## src/rtl/mult_div_seq.sv

```systemverilog
// Sequential signed multiply (radix-2 Booth) / divide (restoring) unit for HI/LO.
// Latency: 34 cycles from the start edge to the done pulse (32 iterations + FIX + DONE).
// Backpressure: none; a start is taken only in IDLE, and any start while busy is dropped.
//
// Ports:
//   clk, reset        - rising-edge clock, synchronous active-low reset
//   start_mult        - request signed multiply (wins over start_div)
//   start_div         - request signed divide; b==0 gives div_zero instead
//   a, b              - operands, two's complement, sampled with the start
//   hi, lo            - MULT: product[2W-1:W] / product[W-1:0]; DIV: remainder / quotient
//   busy              - operation in progress (iterate + FIX cycles)
//   done              - one-cycle pulse, hi/lo freshly updated
//   div_zero          - one-cycle pulse, divide requested with b==0
module mult_div_seq #(
  parameter int WIDTH = 32
) (
  input  logic             clk,
  input  logic             reset,
  input  logic             start_mult,
  input  logic             start_div,
  input  logic [WIDTH-1:0] a,
  input  logic [WIDTH-1:0] b,
  output logic [WIDTH-1:0] hi,
  output logic [WIDTH-1:0] lo,
  output logic             busy,
  output logic             done,
  output logic             div_zero
);

  localparam int             CNT_W    = $clog2(WIDTH);
  localparam logic [CNT_W-1:0] CNT_LAST = CNT_W'(WIDTH - 1);

  typedef enum logic [2:0] {
    ST_IDLE,
    ST_MULT,
    ST_DIV,
    ST_FIX,
    ST_DONE
  } state_t;

  state_t           state, state_nxt;
  logic [CNT_W-1:0] cnt, cnt_nxt;

  // Shared working registers.
  //   MULT: acc_hi = P_hi (one guard bit above WIDTH), acc_lo = P_lo, acc_q = q-1,
  //         opb = multiplicand.
  //   DIV:  acc_hi = partial remainder (borrow in the top bit), acc_lo = dividend
  //         shifting out / quotient shifting in, opb = |divisor|.
  // The guard bit on P_hi is needed because subtracting a multiplicand of -2^(W-1)
  // produces +2^(W-1), which does not fit in W signed bits.
  logic [WIDTH:0]   acc_hi, acc_hi_nxt;
  logic [WIDTH-1:0] acc_lo, acc_lo_nxt;
  logic             acc_q, acc_q_nxt;
  logic [WIDTH-1:0] opb, opb_nxt;
  logic             op_div, op_div_nxt;
  logic             neg_q, neg_q_nxt;
  logic             neg_r, neg_r_nxt;
  logic [WIDTH-1:0] hi_nxt, lo_nxt;
  logic             div_zero_nxt;

  // Operand magnitudes; -2^(W-1) maps to 2^(W-1), which is exact as unsigned.
  logic [WIDTH-1:0] a_mag, b_mag;
  assign a_mag = a[WIDTH-1] ? -a : a;
  assign b_mag = b[WIDTH-1] ? -b : b;

  // Booth step: add/subtract the sign-extended multiplicand per {q0, q-1}.
  logic [WIDTH:0] mcand_x;
  logic [WIDTH:0] booth_sum;
  assign mcand_x = {opb[WIDTH-1], opb};

  always_comb begin
    booth_sum = acc_hi;
    case ({acc_lo[0], acc_q})
      2'b01:   booth_sum = acc_hi + mcand_x;
      2'b10:   booth_sum = acc_hi - mcand_x;
      default: booth_sum = acc_hi;
    endcase
  end

  // Restoring division step: shift the next dividend bit into the remainder and
  // try subtracting the divisor; a set top bit of the difference means borrow.
  logic [WIDTH:0] div_shift;
  logic [WIDTH:0] div_diff;
  assign div_shift = {acc_hi[WIDTH-1:0], acc_lo[WIDTH-1]};
  assign div_diff  = div_shift - {1'b0, opb};

  // Outputs are decodes of the registered state only.
  assign busy = (state == ST_MULT) || (state == ST_DIV) || (state == ST_FIX);
  assign done = (state == ST_DONE);

  always_comb begin
    state_nxt    = state;
    cnt_nxt      = cnt;
    acc_hi_nxt   = acc_hi;
    acc_lo_nxt   = acc_lo;
    acc_q_nxt    = acc_q;
    opb_nxt      = opb;
    op_div_nxt   = op_div;
    neg_q_nxt    = neg_q;
    neg_r_nxt    = neg_r;
    hi_nxt       = hi;
    lo_nxt       = lo;
    div_zero_nxt = 1'b0;

    case (state)
      ST_IDLE: begin
        if (start_mult) begin
          acc_hi_nxt = '0;
          acc_lo_nxt = b;
          acc_q_nxt  = 1'b0;
          opb_nxt    = a;
          op_div_nxt = 1'b0;
          cnt_nxt    = '0;
          state_nxt  = ST_MULT;
        end else if (start_div) begin
          if (b == '0) begin
            // Rejected at the door: flag it and leave hi/lo untouched.
            div_zero_nxt = 1'b1;
          end else begin
            acc_hi_nxt = '0;
            acc_lo_nxt = a_mag;
            acc_q_nxt  = 1'b0;
            opb_nxt    = b_mag;
            op_div_nxt = 1'b1;
            neg_q_nxt  = a[WIDTH-1] ^ b[WIDTH-1];
            neg_r_nxt  = a[WIDTH-1];
            cnt_nxt    = '0;
            state_nxt  = ST_DIV;
          end
        end
      end

      ST_MULT: begin
        // Arithmetic right shift of {P_hi, P_lo, q-1} by one.
        acc_hi_nxt = {booth_sum[WIDTH], booth_sum[WIDTH:1]};
        acc_lo_nxt = {booth_sum[0], acc_lo[WIDTH-1:1]};
        acc_q_nxt  = acc_lo[0];
        cnt_nxt    = cnt + 1'b1;
        if (cnt == CNT_LAST) begin
          state_nxt = ST_FIX;
        end
      end

      ST_DIV: begin
        if (!div_diff[WIDTH]) begin
          acc_hi_nxt = div_diff;
          acc_lo_nxt = {acc_lo[WIDTH-2:0], 1'b1};
        end else begin
          acc_hi_nxt = div_shift;
          acc_lo_nxt = {acc_lo[WIDTH-2:0], 1'b0};
        end
        cnt_nxt = cnt + 1'b1;
        if (cnt == CNT_LAST) begin
          state_nxt = ST_FIX;
        end
      end

      ST_FIX: begin
        if (op_div) begin
          // Truncating division: quotient sign from the operand signs,
          // remainder sign follows the dividend. -2^(W-1)/-1 leaves the
          // unsigned quotient 2^(W-1) unnegated, i.e. 0x80..0.
          hi_nxt = neg_r ? -acc_hi[WIDTH-1:0] : acc_hi[WIDTH-1:0];
          lo_nxt = neg_q ? -acc_lo : acc_lo;
        end else begin
          hi_nxt = acc_hi[WIDTH-1:0];
          lo_nxt = acc_lo;
        end
        state_nxt = ST_DONE;
      end

      ST_DONE: begin
        state_nxt = ST_IDLE;
      end

      default: begin
        state_nxt = ST_IDLE;
      end
    endcase
  end

  always_ff @(posedge clk) begin
    if (!reset) begin
      state    <= ST_IDLE;
      cnt      <= '0;
      acc_hi   <= '0;
      acc_lo   <= '0;
      acc_q    <= 1'b0;
      opb      <= '0;
      op_div   <= 1'b0;
      neg_q    <= 1'b0;
      neg_r    <= 1'b0;
      hi       <= '0;
      lo       <= '0;
      div_zero <= 1'b0;
    end else begin
      state    <= state_nxt;
      cnt      <= cnt_nxt;
      acc_hi   <= acc_hi_nxt;
      acc_lo   <= acc_lo_nxt;
      acc_q    <= acc_q_nxt;
      opb      <= opb_nxt;
      op_div   <= op_div_nxt;
      neg_q    <= neg_q_nxt;
      neg_r    <= neg_r_nxt;
      hi       <= hi_nxt;
      lo       <= lo_nxt;
      div_zero <= div_zero_nxt;
    end
  end

endmodule
```

## config.mk

```make
export PLATFORM = sky130hd
export DESIGN_NAME = mult_div_seq
export DESIGN_NICKNAME = d
export VERILOG_FILES = /design/src/rtl/mult_div_seq.sv
export SDC_FILE = /design/constraint.sdc
export NUM_CORES = 1
export LEC_CHECK = 0
export CORE_MARGIN = 4
export CORE_UTILIZATION = 25
export CTS_CLUSTER_DIAMETER = 30
export DETAILED_ROUTE_END_ITERATION = 7
export PLACE_DENSITY_LB_ADDON = 0.12
export SLEW_MARGIN = 20
export SYNTH_ARGS = -nofsm -noshare
export SYNTH_HDL_FRONTEND = slang
export SYNTH_SLANG_ARGS = --single-unit
```

## constraint.sdc

```tcl
create_clock -name clk -period 11.9 [get_ports clk]
set_input_delay 2.38 -clock clk [delete_from_list [all_inputs] [get_ports clk]]
set_output_delay 2.38 -clock clk [all_outputs]
set_load 0.02 [all_outputs]
```

==> results of run 1 <==
==> worst max path at each step <==
stage	endpoint	cells past startpoint	slack (ns)
floorplan	opb[10]	11	6.92
global placement	opb[2]	9	5.72
detailed placement	opb[2]	9	5.68
CTS	acc_hi[31]	16	6.00
global route	acc_hi[31]	16	5.62
finish	acc_hi[31]	16	5.98
==> cells by family (layout without fill, tap and decap cells) <==
family | Yosys count | count (layout)
AOI/OAI and AO/OA | 688 | 688
and+or+nand+nor | 635 | 635
buffers and inverters | 204 | 255
xor gates and xnor gates | 176 | 176
DFF | 174 | 174
adders and majority gates | 75 | 75
muxes | 24 | 24
==> state kept, by name, summed over array words and instances (netlist names) <==
| signal | cells |
|---|---|
| acc_hi | 33 |
| acc_lo | 32 |
| acc_q | 1 |
| cnt | 5 |
| div_zero | 1 |
| hi | 32 |
| lo | 32 |
| neg_q | 1 |
| neg_r | 1 |
| op_div | 1 |
| opb | 32 |
| state | 3 |
==> power by group through the flow <==
stage	clock (uW)	sequential, uW	combinational [uW]
6_report	593	1060	3510
5_1_grt	625	1090	3870
4_1_cts	610	1060	3500
3_5_place_dp	0	1070	3480
3_3_place_gp	0	1070	3490
2_1_floorplan	0	943	2530
==> placed cells by master, fill, tap and decap left out, types with 9 or more instances in the layout <==
cell	instances
nand3_1	30
o31ai_1	30
nand4_1	12
nor3_1	43
clkdlybuf4s50_1	132
nor2_1	172
xnor2_1	92
clkbuf_16	17
a311oi_1	15
a211oi_1	57
o21ai_0	185
inv_1	70
xor2_1	84
a21o_1	28
o21bai_1	9
a21oi_1	160
o41ai_1	12
or4_1	21
o21a_1	17
a222oi_1	27
nor4_1	24
a221oi_1	21
nand2b_1	14
a22oi_1	10
dfxtp_1	174
a31oi_1	44
and3_1	14
buf_4	18
ha_1	72
o211ai_1	15
mux2i_1	19
or3_1	26
nor2b_1	9
nand2_1	232
==> through the flow <==
| step | instance area [sq um] | total power [uW] | instances | util |
|---|---|---|---|---|
| floorplan | 14400 | 3470 | 1976 | - |
| global placement | 16300 | 4560 | 2751 | 0.287 |
| detailed placement | 16300 | 4550 | 2751 | 0.287 |
| CTS | 16900 | 5160 | 2783 | 0.298 |
| global route | 16900 | 5580 | 2783 | 0.298 |
| finish | 16900 | 5170 | 2783 | 0.298 |
==> cell type report <==
type / count / area [sq um]
fillers: 6241 / 39900
inverters: 72 / 273
flip-flops and latches: 174 / 3480
repair buffers: 151 / 1460
well taps: 756 / 946
clock buffers: 18 / 429
multi-input cells: 1598 / 10200
clock inverters: 14 / 169
==> critical path: cells and delay by family, from the launching register on <==
family / cells / cell delay [ns]
and+or+nand+nor: 10 / 4.03
DFF: 1 / 0.35
xor gates and xnor gates: 2 / 0.42
adders and majority gates: 1 / 0.47
AOI/OAI and AO/OA: 3 / 0.59
==> layer usage <==
metal,up-vias,wire (um),track usage
met3,62,3220,0.0233
met2,422,27100,0.295
met1,7213,28400,0.270
met5,-,16,0
li1,7361,-,-
met4,2,1190,0.0505
==> impl_metrics.tcl, run 1 <==
set metrics [dict create \
    status "finished with violations" \
    violations "design-rule violations" \
    synth.most_common_cell "nand2_1" \
    grt_pass1_vias 13900 \
    first_pass_iters 8 \
    maxCapViolCount 0 \
    path_common_cell "nor4_1" \
    grt_max_degree 106 \
    synth_nets 2119 \
    ys_top_cells_by_area "dfxtp_1, o21ai_0, ha_1, nand2_1, xnor2_1" \
    postSynthCellCount 1976 \
    cts_tree "built" \
    power.net_switching_uw 2800 \
    hp-start "hi[31]" \
    critPathLaunch "opb[6]" \
    dp.final_hpwl_um 46300 \
    synth_edf_count 0 \
    r2r-end "acc_hi[31]" \
    clockBufferDepth 2 \
    cts_buffers 17 \
    fmax_ghz 0.169 \
    crit_path_end_kind "flop" \
    clock_power_share 0.115 \
    power_density_nw_per_um2 305 \
    leakage_uw 0.00611 \
    path_class "flop to flop" \
    setup-violations-final 0 \
    crit_slowest_cell "nor4_1" \
    seqPwrFrac 0.206 \
    dieArea_sq_um 61700 \
    synth_common_cells "nand2_1, o21ai_0, nor2_1, dfxtp_1, a21oi_1" \
    drive_above_1_share 0.0414 \
    die_y_um 248 \
    wl_per_cell_um 21.5 \
    crit_fanout 8 \
    grt_usage 0.187 \
    post_cts_resized 0 \
    r2r_cells 16 \
    drt_iter0_markers 1426 \
    setup_slack_ns 5.98 \
    worst_slew_pin_slew_ns 1.10 \
    postCtsSetupBuffers 0 \
    vias_per_cell 5.41 \
    yosysTopAreaCell "dfxtp_1" \
    port_buffers 134 \
    ioPinCount 135 \
    fin_crit_sh 0.497 \
    syn_to_final_growth_pct 17.3 \
    die_w_um 248 \
    r2r_start "opb[6]" \
    ir_worst_vdd_v 0.000124 \
    globalplace.congestion 0.896 \
    required_ns 12.30 \
    slew_violations 0 \
    ys_seq_elements 174 \
    hold_class "flop to flop" \
    path_cells "or4_1 -> or3_1 -> nor4_1 -> nand2_1 -> nor4_1 -> a21oi_1 -> xnor2_1 -> ha_1 -> nand4_1 -> nor4_1 -> o221ai_1 -> nand3b_1 -> o31ai_1 -> xor2_1 -> or3_1 -> nand3_1" \
    finalCriticalPeriod_ns 5.92 \
    synth-xor-area-share 0.107 \
    clockRootBuffer "clkbuf_16" \
    vias 15100 \
    synth_compound_area_frac 0.310 \
    ant_nets 0 \
    startpoint_type "flop" \
    drt-total-wl_um 59900 \
    synth_simple_gate_area_frac 0.203 \
    clk_pin_slew_ns 0.08 \
    setup_tns_ns 0 \
    cts_hold_buffers 0 \
    max_stage_delay_ns 0.80 \
    synth.top_cell.area_share 0.241 \
    clock_sinks 174 \
    final_nets 2157 \
    p_sw_frac 0.541 \
    syn_area_sq_um 14400 \
    worst_clock_skew_ns 0.0169 \
    diodes 0 \
    core_sq_um 56800 \
    r2r_slack_ns 5.98 \
    htree_num_levels 4 \
    holdWs_ns 0.454 \
    rows 87 \
    clk-insertion-delay-late_ns 0.47 \
    p_int_uw 2370 \
    grt_overflow_total 0 \
    hold_viol_final 0 \
    hold_path_end "hi[31]" \
    slew_headroom 0.267 \
    rsz0062_at_grt "false" \
    seq_area_frac_synth 0.241 \
    antenna_found_initial 4 \
    start_util 0.254 \
    remaining_drc_errors 10 \
    synth_fa_ha_area_frac 0.0660 \
    critPathArrivalTime_ns 6.32 \
    yosys_warnings 0 \
    grt_pass1_wl_um 88200 \
    synth_flop_cell "dfxtp_1" \
    synth.distinct_cells 76 \
    synth_mux_area_frac 0.0171 \
    syn_area_per_cell_sq_um 7.31 \
    pwr-share-comb 0.680 \
    async_flop_share 0 \
    pre_cts_slack_ns 5.68 \
    synth_top_family_by_area "compound AO/OA/AOI/OAI gates" \
    hold_path_depth 2 \
]
(Power assumes the default switching activity.)
==> inputs of run 2 (changes only) <==
- clock period: 11.9 -> 5.8 ns (I/O delays scaled with it)
==> run 2 against run 1 <==
  * Final cell count rose by 1.5%
  * Count of clock-buffer cells in the layout fell by 1
  * Clock power rose by 110%
  * Highest routed layer is now met4
  * The run still ends with design-rule violations left
  * Non-clock buffer count rose by 42
  * Sequential power rose by 89%
  * Setup slack got worse by 5.4 ns
  * Sequential share of layout area fell by 0.39 points
==> impl_metrics.tcl, run 2 (same netlist as run 1, synthesis figures left out) <==
set metrics [dict create \
    clk-insertion-delay-late_ns 0.47 \
    hold_path_depth 2 \
    holdWs_ns 0.452 \
    grt_pass1_vias 13900 \
    crit_slowest_cell "ha_1" \
    grt_max_degree 80 \
    diodes 0 \
    clk_pin_slew_ns 0.08 \
    ir_worst_vdd_v 0.000277 \
    critPathBufInv 4 \
    vias_per_cell 5.39 \
    htree_num_levels 4 \
    power_density_nw_per_um2 629 \
    worst_slew_pin_slew_ns 1.05 \
    crit_fanout 16 \
    r2r_cells 20 \
    fillers 6167 \
    globalplace.congestion 0.900 \
    maxCapViolCount 0 \
    clock_sinks 174 \
    drive_above_1_share 0.0590 \
    path_class "flop to flop" \
    clockRootBuffer "clkbuf_16" \
    r2r_slack_ns 0.59 \
    fin_crit_sh 0.897 \
    top_register "acc_hi" \
    path_depth 20 \
    required_ns 6.20 \
    core_sq_um 56800 \
    dp.final_hpwl_um 47300 \
    setup-violations-final 0 \
    antenna_found_initial 1 \
    wl_per_cell_um 21.6 \
    die_w_um 248 \
    largest_reg_flops 33 \
    setup_tns_ns 0 \
    hp-start "hi[27]" \
    final_nets 2199 \
    grt_overflow_total 0 \
    hold_viol_final 0 \
    dieArea_sq_um 61700 \
    vias 15200 \
    path_cells "ha_1 -> inv_1 -> fa_1 -> a211oi_1 -> o21ai_0 -> o211ai_1 -> a211oi_1 -> nor3_1 -> o21ai_0 -> o211ai_1 -> nand2_1 -> ha_1 -> inv_1 -> buf_4 -> nor2_1 -> buf_4 -> nand2_1 -> o32a_1 -> a41o_1 -> nand3_1" \
    clockBufferDepth 2 \
    cts_hold_buffers 0 \
    critPathArrivalTime_ns 5.60 \
    hold_class "flop to flop" \
    rsz0062_at_grt "false" \
    rows 87 \
    r2r_start "opb[0]" \
    worst_clock_skew_ns 0.0137 \
    drt_iter0_markers 1306 \
    grt_pass1_wl_um 89200 \
    start_util 0.254 \
    cts_buffers 17 \
    status "finished with violations" \
    first_pass_iters 8 \
    startpoint_type "flop" \
    fmax_ghz 0.192 \
    finalCriticalPeriod_ns 5.21 \
    mostFrequentLayoutCell "nand2_1" \
    ioPinCount 135 \
    crit_path_end_kind "flop" \
    postCtsSetupBuffers 0 \
    slew_headroom 0.294 \
    final_cell_mix "nand2_1, o21ai_0, nor2_1, dfxtp_1, a21oi_1" \
    syn_to_final_growth_pct 19.6 \
    ant_nets 0 \
    max_stage_delay_ns 0.71 \
    hold_path_end "hi[27]" \
    r2r-end "acc_hi[31]" \
    violations "design-rule violations" \
    slew_violations 0 \
    total_power_uw 10900 \
    crit_family "compound AO/OA/AOI/OAI gates" \
    cts_tree "built" \
    leakage_uw 0.00634 \
    die_y_um 248 \
    post_cts_resized 0 \
    grt_usage 0.190 \
    port_buffers 134 \
    remaining_drc_errors 6 \
    drt-total-wl_um 60900 \
]
-- run 2: cell count changes in the layout (fill, tap and decap cells not counted), moves of 2 or more --
| cell | previous run | this run |
|---|---|---|
| nor2_1 | 172 | 175 |
| nor2_2 | 4 | 1 |
| inv_8 | 6 | 4 |
| clkinv_8 | 2 | 6 |
| buf_4 | 18 | 60 |
-- run 2: final cells by class --
type | instances | area, sq um | share of cell area
sequential | 174 | 3480 | 0.202
timing repair buffer | 193 | 1780 | 0.103
tap | 756 | 946 | 0.0548
clock buffer | 17 | 425 | 0.0246
inverter | 72 | 273 | 0.0158
clock inverter | 15 | 199 | 0.0115
multi-input combinational | 1598 | 10200 | 0.589
-- run 2: how the worst max path moves through the flow --
stage	from	to	slack, ns
finish	opb[0]	acc_hi[31]	0.59
global route	opb[0]	acc_hi[31]	0.29
CTS	opb[0]	acc_hi[31]	0.64
detailed placement	opb[0]	acc_hi[31]	0.69
global placement	opb[0]	acc_hi[31]	0.73
floorplan	opb[6]	acc_hi[31]	1.26
-- run 2: metrics by stage --
stage | util | cell area [sq um] | setup slack, ns | instances
detailed placement | 0.293 | 16600 | 0.685 | 2793
finish | 0.304 | 17300 | 0.595 | 2825
floorplan | - | 14400 | 1.26 | 1976
CTS | 0.304 | 17300 | 0.636 | 2825
global placement | 0.293 | 16600 | 0.731 | 2793
global route | 0.304 | 17300 | 0.289 | 2825
-- run 2: routing by layer --
metal | GRT usage | wire (um) | part of all wire | up-vias
li1 | - | - | - | 7442
met2 | 0.288 | 26600 | 0.44 | 464
met1 | 0.285 | 29600 | 0.49 | 7284
met5 | 0 | 0 | 0 | -
met3 | 0.0209 | 3710 | 0.061 | 48
met4 | 0.0452 | 1090 | 0.018 | 0
-- run 2: tightest hold or removal path, stage by stage (launching register included) --
cell and delay, ns:
dfxtp_1 0.31, nand2_1 0.05, a21oi_1 0.05
-- run 2: report_power, final --
part           internal, uW  total [uW]  leakage [uW]  switching, uW
combinational          2860        7620       0.00462           4760
clock                   624        1250      0.000302            622
sequential             1520        2000       0.00142            480
==> inputs of run 3 (changes only) <==
- CORE_ASPECT_RATIO: not set -> 1.5
- CORE_UTILIZATION: 25 -> 59
==> run 3 against run 2 <==
  * The flow still finishes with violations (design-rule violations)
  * Largest cell class unchanged
  * Setup slack got worse by 0.025 ns
  * Via count rose by 5.2%
  * Final cell count fell by 16%
  * Combinational power fell by 2%
  * Highest routed layer is now met5
  * Clock power fell by 9.6%
  * Register-to-register slack got worse by 0.03 ns
  * Non-clock buffer count fell by 21
==> impl_metrics.tcl, run 3 (same netlist as run 1, synthesis figures left out) <==
set metrics [dict create \
    status "finished with violations" \
    ir_worst_vdd_v 0.000325 \
    path_cells "or4_1 -> or3_1 -> nor4_1 -> buf_4 -> nand2_1 -> nor4_1 -> a31oi_1 -> xnor2_1 -> ha_1 -> nand4_1 -> nor4_1 -> o221ai_1 -> nand3b_1 -> o31ai_1 -> xor2_1 -> or3_1 -> nand3_1" \
    ioPinCount 135 \
    hold_class "flop to flop" \
    path_common_cell "nor4_1" \
    path_class "flop to flop" \
    max_stage_delay_ns 0.64 \
    vias 16000 \
    start_util 0.604 \
    drt_iter0_markers 1713 \
    cts_tree "built" \
    postCtsSetupBuffers 0 \
    port_buffers 134 \
    critPathArrivalTime_ns 5.61 \
    fmax_ghz 0.191 \
    first_pass_iters 8 \
    r2r_cells 17 \
    startpoint_type "flop" \
    maxCapViolCount 0 \
    mostFrequentLayoutCell "nand2_1" \
    fin_crit_sh 0.902 \
    clockRootBuffer "clkbuf_16" \
    final_cells 2367 \
    slew_violations 0 \
    rsz0062_at_grt "false" \
    dp.final_hpwl_um 40400 \
    largest_reg_flops 33 \
    drt-total-wl_um 54400 \
    die_w_um 136 \
    globalplace.congestion 1.06 \
    wl_per_cell_um 23.0 \
    crit_fanout 8 \
    setup_tns_ns 0 \
    clk_pin_slew_ns 0.07 \
    post_dp_cell_area_sq_um 15900 \
    finalCriticalPeriod_ns 5.23 \
    grt_pass1_wl_um 83000 \
    vias_per_cell 6.77 \
    clk-insertion-delay-late_ns 0.45 \
    core_sq_um 23900 \
    cts_hold_buffers 0 \
    hold_viol_final 0 \
    die_y_um 200 \
    dieArea_sq_um 27100 \
    crit_slowest_cell "nor4_1" \
    worst_slew_pin_slew_ns 1.07 \
    grt_usage 0.394 \
    final_nets 2178 \
    htree_num_levels 4 \
    required_ns 6.18 \
    slew_headroom 0.283 \
    final_cell_mix "nand2_1, o21ai_0, nor2_1, dfxtp_1, a21oi_1" \
    ant_nets 0 \
    power_density_nw_per_um2 644 \
    leakage_uw 0.00620 \
    crit_path_end_kind "flop" \
    post_cts_resized 0 \
    clock_sinks 174 \
    hold_path_depth 2 \
    grt_max_degree 110 \
    drive_above_1_share 0.0483 \
    syn_to_final_growth_pct 14.3 \
    grt_pass1_vias 15300 \
    worst_clock_skew_ns 0.0155 \
    rows 69 \
    antenna_found_initial 2 \
    setup-violations-final 0 \
    violations "design-rule violations" \
    diodes 0 \
    grt_overflow_total 0 \
    clockBufferDepth 2 \
    dp_cells 2335 \
    top_register "acc_hi" \
    finalInstanceArea_sq_um 16500 \
    remaining_drc_errors 14 \
    cts_buffers 17 \
]
-- run 3: changes by cell type in the layout (fill, tap and decap cells not counted) --
cell,change
buf_2,+1
bufinv_16,-1
clkinv_2,-2
clkinv_4,+4
clkbuf_1,+3
clkinv_8,-5
buf_4,-22
inv_8,-2
nor2_4,+1
inv_6,+1
clkbuf_8,+2
nor2_1,-1
-- run 3: where the power goes --
group	internal [uW]	leakage, uW	total [uW]	switching, uW
clock network	587	0.000272	1130	545
registers	1520	0.00142	2060	537
logic	2810	0.00451	7450	4640
total	4910	0.00620	10600	5720
-- run 3: metrics by stage --
step | utilization | hold slack [ns] | setup WS (ns) | total power [uW]
floorplan | - | 0.436 | 1.26 | 7120
global placement | 0.666 | 0.439 | 0.934 | 9110
detailed placement | 0.666 | 0.447 | 0.766 | 9200
CTS | 0.690 | 0.456 | 0.725 | 10400
global route | 0.690 | 0.474 | 0.340 | 11300
finish | 0.690 | 0.453 | 0.570 | 10600
-- run 3: cell type report --
type / count / area, sq um
clock buffer: 22 / 464
clock inverter: 10 / 98.8
fill: 2134 / 7410
inverter: 72 / 273
multi-input combinational: 1598 / 10200
sequential: 174 / 3480
tap: 319 / 399
timing repair buffer: 172 / 1620
-- run 3: path summary, 6_finish.rpt --
check,startpoint,end,slack [ns]
max,opb[6],acc_hi[31],0.57
min,hi[31],hi[31],0.45
max reg2reg,opb[6],acc_hi[31],0.57
min reg2reg,hi[31],hi[31],0.45
-- run 3: critical path, delay by kind of cell (launching register included) --
kind | cells | cell delay (ns)
adders and majority gates | 1 | 0.41
and+or+nand+nor | 10 | 3.30
DFF | 1 | 0.35
xor gates and xnor gates | 2 | 0.37
buffers and inverters | 1 | 0.19
AOI/OAI and AO/OA | 3 | 0.55
-- run 3: metal layers --
layer | wire (um) | GRT usage | up-vias
met1 | 18200 | 0.407 | 7428
met5 | 13 | 0 | -
li1 | - | - | 7376
met3 | 4020 | 0.0675 | 316
met2 | 26600 | 0.688 | 913
met4 | 5550 | 0.335 | 2
